===== config.mk =====
export PLATFORM = sky130hd
export DESIGN_NAME = wb_stage_regfile
export DESIGN_NICKNAME = d
export VERILOG_FILES = /design/src/rtl/wb_stage_regfile.sv
export SDC_FILE = /design/constraint.sdc
export NUM_CORES = 1
export LEC_CHECK = 0
export CAP_MARGIN = 20
export CORE_ASPECT_RATIO = 0.7
export CORE_UTILIZATION = 53
export DETAILED_ROUTE_END_ITERATION = 16
export PLACE_DENSITY = 0.78
export SLEW_MARGIN = 30
export SYNTH_ARGS = -nofsm -noshare
export SYNTH_HDL_FRONTEND = slang
export SYNTH_SLANG_ARGS = --single-unit

===== constraint.sdc =====
create_clock -name clk -period 2.4 [get_ports clk]
set_input_delay 0.36 -clock clk [delete_from_list [all_inputs] [get_ports clk]]
set_output_delay 0.36 -clock clk [all_outputs]
set_load 0.1 [all_outputs]

===== src/rtl/wb_stage_regfile.sv =====
// Writeback stage: MEM/WB capture register, writeback data select, 16 x 32 register file with two async read ports.
// Optional write-before-read bypass on the read ports is enabled by defining WB_REGFILE_BYPASS_EN.
module wb_stage_regfile #(
  parameter int unsigned REG_INDEX_BIT_WIDTH = 4,
  parameter int unsigned bitwidth            = 32,
  parameter logic [3:0]  LW_OPCODE           = 4'b0001,
  parameter logic [3:0]  BRANCH_OPCODE       = 4'b0010,
  parameter logic [3:0]  SW_OPCODE           = 4'b0011
) (
  input  logic                           clk,
  input  logic                           reset,
  input  logic                           mem_valid,
  input  logic [3:0]                     mem_opcode,
  input  logic [REG_INDEX_BIT_WIDTH-1:0] mem_index,
  input  logic [bitwidth-1:0]            mem_alu_result,
  input  logic [bitwidth-1:0]            mem_rdata,
  input  logic                           stall,
  input  logic                           flush,
  input  logic [REG_INDEX_BIT_WIDTH-1:0] rd_index_a,
  input  logic [REG_INDEX_BIT_WIDTH-1:0] rd_index_b,
  output logic [bitwidth-1:0]            rd_data_a,
  output logic [bitwidth-1:0]            rd_data_b,
  output logic                           WB_valid,
  output logic [3:0]                     WB_opcode,
  output logic [REG_INDEX_BIT_WIDTH-1:0] WB_index,
  output logic [bitwidth-1:0]            WB_data,
  output logic                           WB_we,
  output logic [31:0]                    retire_count
);

  localparam int unsigned DEPTH = 2 ** REG_INDEX_BIT_WIDTH;

  logic                           wb_valid_r;
  logic [3:0]                     wb_opcode_r;
  logic [REG_INDEX_BIT_WIDTH-1:0] wb_index_r;
  logic [bitwidth-1:0]            wb_data_r;
  logic [31:0]                    retire_count_r;
  logic [bitwidth-1:0]            regfile_r [DEPTH];
  logic                           wb_we_s;
  logic [bitwidth-1:0]            wb_sel_data_s;
  logic [bitwidth-1:0]            rd_data_a_s;
  logic [bitwidth-1:0]            rd_data_b_s;

  // Writeback data select: loads take memory data, everything else the ALU result.
  always_comb begin
    wb_sel_data_s = mem_alu_result;
    if (mem_opcode == LW_OPCODE) begin
      wb_sel_data_s = mem_rdata;
    end else begin
      wb_sel_data_s = mem_alu_result;
    end
  end

  // MEM/WB capture register; a flushed slot is tagged BRANCH so forwarding ignores it.
  always_ff @(posedge clk) begin
    if (reset) begin
      wb_valid_r  <= 1'b0;
      wb_opcode_r <= 4'b0000;
      wb_index_r  <= '0;
      wb_data_r   <= '0;
    end else if (stall) begin
      wb_valid_r  <= wb_valid_r;
      wb_opcode_r <= wb_opcode_r;
      wb_index_r  <= wb_index_r;
      wb_data_r   <= wb_data_r;
    end else if (flush) begin
      wb_valid_r  <= 1'b0;
      wb_opcode_r <= BRANCH_OPCODE;
      wb_index_r  <= wb_index_r;
      wb_data_r   <= wb_data_r;
    end else begin
      wb_valid_r  <= mem_valid;
      wb_opcode_r <= mem_opcode;
      wb_index_r  <= mem_index;
      wb_data_r   <= wb_sel_data_s;
    end
  end

  // Commit strobe: live slot whose opcode actually writes a register.
  always_comb begin
    wb_we_s = 1'b0;
    case (wb_opcode_r)
      BRANCH_OPCODE: wb_we_s = 1'b0;
      SW_OPCODE:     wb_we_s = 1'b0;
      default:       wb_we_s = wb_valid_r;
    endcase
  end

  // Register file commit; deliberately not gated by stall (a repeated identical write is harmless).
  always_ff @(posedge clk) begin
    if (reset) begin
      for (int i = 0; i < DEPTH; i++) begin
        regfile_r[i] <= '0;
      end
    end else if (wb_we_s) begin
      regfile_r[wb_index_r] <= wb_data_r;
    end else begin
      regfile_r[wb_index_r] <= regfile_r[wb_index_r];
    end
  end

  // Retired-instruction counter, free-running wrap.
  always_ff @(posedge clk) begin
    if (reset) begin
      retire_count_r <= 32'h0000_0000;
    end else if (wb_valid_r && !stall) begin
      retire_count_r <= retire_count_r + 32'h0000_0001;
    end else begin
      retire_count_r <= retire_count_r;
    end
  end

  // Asynchronous read ports, optionally bypassing the in-flight commit.
  always_comb begin
    rd_data_a_s = regfile_r[rd_index_a];
    rd_data_b_s = regfile_r[rd_index_b];
`ifdef WB_REGFILE_BYPASS_EN
    if (wb_we_s && (rd_index_a == wb_index_r)) begin
      rd_data_a_s = wb_data_r;
    end else begin
      rd_data_a_s = regfile_r[rd_index_a];
    end
    if (wb_we_s && (rd_index_b == wb_index_r)) begin
      rd_data_b_s = wb_data_r;
    end else begin
      rd_data_b_s = regfile_r[rd_index_b];
    end
`else
`endif
  end

  assign rd_data_a    = rd_data_a_s;
  assign rd_data_b    = rd_data_b_s;
  assign WB_valid     = wb_valid_r;
  assign WB_opcode    = wb_opcode_r;
  assign WB_index     = wb_index_r;
  assign WB_data      = wb_data_r;
  assign WB_we        = wb_we_s;
  assign retire_count = retire_count_r;

endmodule


Word-level counts from Yosys, hierarchy flattened
Memory sizes are Yosys's and may differ from the RTL's.
Cells that the tools add are included.

word-level totals
  register bits = 73
  latch bits = 0
  memory bits (writable) = 512
  bits in read-only memories = 0
  input port bits = 85
  output and inout bits = 138
  memories kept = 1

operators by class
  $add $sub $neg = 1
  $mul = 0
  divide/modulo/power cells = 0
  $lt $le $gt $ge = 0
  equal/unequal tests = 4
  shifts and indexed selects = 0
  multiplexer cells = 16
  bitwise gates (word level) = 3
  reduce and logical (&&, ||, !) cells = 6

memories
  memory     words  bits a word  read ports  clocked after memory_dff  write ports  RTL line  source
  regfile_r  16     32           2           0                         16           38        logic [bitwidth-1:0] regfile_r [DEPTH];

operators by type and width
  operator               number
  $mux 32                3
  $add 32x1->32 const B  1
  $reduce_or 32->1       1
  $mux 1                 11
  $eq 4x2->1 const B     2
  $mux 4                 2
  $eq 4x1->1 const B     1
  $reduce_and 2->1       2
  $not 1->1              2
  $reduce_or 2->1        1
  $logic_and 1x1->1      1
  $logic_not 1->1        1
  $ne 0x0->1             1
  $or 1x1->1             1

Logic depth before layout (Yosys ltp)
  depth after elaboration = 10
  gate-level depth with buffers = 8
  gate-level depth less buffers = 4

Worst setup path before layout
OpenSTA, ideal clock, no wires.

  path type = reg-to-reg
  from = register wb_opcode_r[3] (netlist: WB_opcode[3])
  to = memory regfile_r[8][0] (enable)
  data arrival time = 2612 ps
  slack = -586 ps
  cell stages (with the launch flop) = 5
  buffers on the path = 0
  period minus slack after synthesis = 2986 ps
  cell sequence = dfxtp_1 nor3b_1 or4b_1 nor3_1 or2_2

RTL lines
  item                    RTL line  source
  from (decl)             34        logic [3:0] wb_opcode_r;
  from (signal assigned)  63        wb_opcode_r <= wb_opcode_r;
  from (signal assigned)  73        wb_opcode_r <= mem_opcode;
  to (decl)               38

==> impl_results.md <==
- Largest cells by area after synthesis: edfxtp_1 (51%), mux4_2 (24%), and2_1 (11%)
- Nets: 2220
- Gr ovfl total: 0
- Initial Util: 53.9%
- Pre-CTS setup slack: -117 ps
- Maxcap violations: 0
- Finished Layout Cells: 2920
- Final setup violation count: 64
- CP Max Fanout: 2
- Initial antenna violation count: 3
- Die Ht: 201 µm
- Synth Net Count: 1988
- DRT Wirelength: 85.6 mm
- Seq cells post-synth: 585
- Final Hold Viols: 0
- Sequential area share after synthesis: 56.3%
- Hold-fix buffers, CTS: 0
- Clk_lat worst skew: 590 ps
- Inserted Clock Buffers: 54
- DRT Pass-1 Iters: 6
- RSZ-0062 raised after global routing: yes
- Status: finished, violations left
- Core area: 55500 µm²
- Vias in the first global route: 19.4k
- Via density: 6.55
- Routability congestion estimate: 0.840
- Syn Inst Count: 1902
- Netlist cell types: 43
- Final worst slack: -241 ps
- Yosys warns: 0
- Ys flop type: edfxtp_1
- Layout cell share with drive strength beyond 1: 33.9%
- Post-CTS Setup Inserts: 0
- Critical Path Source Type: register
- TritonCTS clock tree: built
- CTS Root Buffer Type: clkbuf_16
- Post-Syn Area: 29900 µm²
- Die Area: 57400 µm²
- DRT antenna net count: 0
- Fmax: 379 MHz
- Pins Over Slew Limit: 0
- Via Count: 19.1k
- VDD IR max: 511 µV
- Worst-Margin Slew: 631 ps
- CTS clk-pin slew, worst paths: 60 ps
- Die width: 286 µm
- Global Route Usage Sum: 30.1%
- Worst EP required: 2040 ps
- Worst relative slew slack: 57.9%
- Placed cell count: 2818
- Min Hold Slack: 298 ps
- Largest net degree at the start of global routing: 46
- Iter 0 DRT Violations: 2488
- Power Dens Cells: 679 nW/µm²
- # H-tree levels: 2
- Fin crit share: 110%
- Synth async-reset ratio: 0%
- Worst min-delay path category: primary input to register
- Fin Setup TNS: -11270 ps
- Post-synth EDFFs: 512
- Synth area leader: edfxtp_1
- First-pass GRT wire length: 127 mm
- Placed Instance Area: 34600 µm²
- # DRC: 0
- Wire length per cell: 29.3 µm
- Clock Path Buffers: 3
- Crit Path Class: register to output pin
- Syn_area_per_cell: 15.7 µm²
- Synthesis-to-finish area growth: 21.7%
- Ant. Diodes: 0
- # IOs: 223
- Design area: 36400 µm²
- Fin crit period: 2640 ps
- Dpl hpwl: 53.3 mm
- Clk_skew: 17.3 ps
- Total power: 24.7 mW
- Worst Setup End Kind: output pin
- Top cell type's share of synthesized area: 51.4%
- I/O Buffers: 222
- Row count: 72
- Fin util: 65.6%
- Leak pwr: 13.1 nW
- Clock Sinks: 585
- Critical path arrival: 2280 ps
- Failing checks: negative setup slack
path summary, 6_finish.rpt:
| kind | startpoint | end | slack [ps] | depth (start not counted) |
|---|---|---|---|---|
| setup / recovery | regfile_r[3][0] | rd_data_a[0] | -240 | 3 |
| hold / removal | reset | WB_opcode[2] | 300 | 3 |
| setup reg to reg | WB_opcode[1] | regfile_r[8][10] | 180 | 6 |
| hold reg to reg | retire_count[31] | retire_count[31] | 480 | 2 |
final cells by class:
class	count	area (µm²)
fill	3719	19100
sequential	585	16900
multi-input combinational	1126	12400
tap	740	926
clock buffer	77	1590
inverter	5	18.8
timing repair buffer	362	4420
clock inverter	25	198
synth_stat cells (all sizes together), types with 8 or more instances:
cell,n
nand2,13
a21oi,28
nand3,10
mux4,320
or4,17
o31ai,16
and3,10
nor2,56
o21ai,8
mux2i,33
a211oi,32
dfxtp,73
clkbuf,148
or2,16
buf,38
xor2,8
nand4,9
and2,515
edfxtp,512
layer usage:
layer	wire, µm	vias up	track usage [%]
met5	0	-	0
met4	2300	0	8.31
met3	8940	174	4.65
met2	41900	1299	48.8
met1	32500	9819	42.8
li1	-	7846	-
critical path, cell delays in order, from the launching register on:
cell and delay, ps:
edfxtp_1 440, mux4_2 500, mux4_2 560, buf_12 200
flip-flops by register name, indices dropped and copies added, names as in the netlist:
name          count
WB_data          32
WB_index          4
WB_opcode         4
WB_valid          1
regfile_r       512
retire_count     32
timing repair:
| item | CTS | global route |
|---|---|---|
| pin swaps | 0 | 0 |
| setup endpoints to repair | 79 | 125 |
| gates resized for setup | 1 | 1 |
| endpoints found under the hold margin | 0 | 0 |
layout by cell type (no fill, tap or decap), drive strengths merged, types with 16 or more instances in the layout:
master | netlist | layout
a21oi | 28 | 28
clkinv | 0 | 19
clkdlybuf4s50 | 0 | 75
nor2 | 56 | 56
o31ai | 16 | 16
or2 | 16 | 16
and2 | 515 | 515
mux4 | 320 | 320
mux2i | 33 | 33
dfxtp | 73 | 73
a211oi | 32 | 32
buf | 38 | 285
edfxtp | 512 | 512
or4 | 17 | 17
clkbuf | 148 | 79
power by group:
group	internal, mW	switching [mW]
Clock	4.93	3.81
Sequential	11.4	0.300
Combinational	1.75	2.55
Total	18.0	6.67
kinds of logic (layout without fill, tap and decap cells):
group | Yosys count | after routing | share of synthesized area, %
multiplexers | 354 | 354 | 25.2
AND/OR/NAND/NOR | 676 | 676 | 13.8
buffers and inverters | 191 | 469 | 2.56
XOR/XNOR | 10 | 10 | 0.293
AO/OA/AOI/OAI | 85 | 85 | 1.83
flip-flops | 585 | 585 | 56.3
adder cells (fa/ha/maj) | 1 | 1 | 0.0418
(Power assumes the default switching activity.)
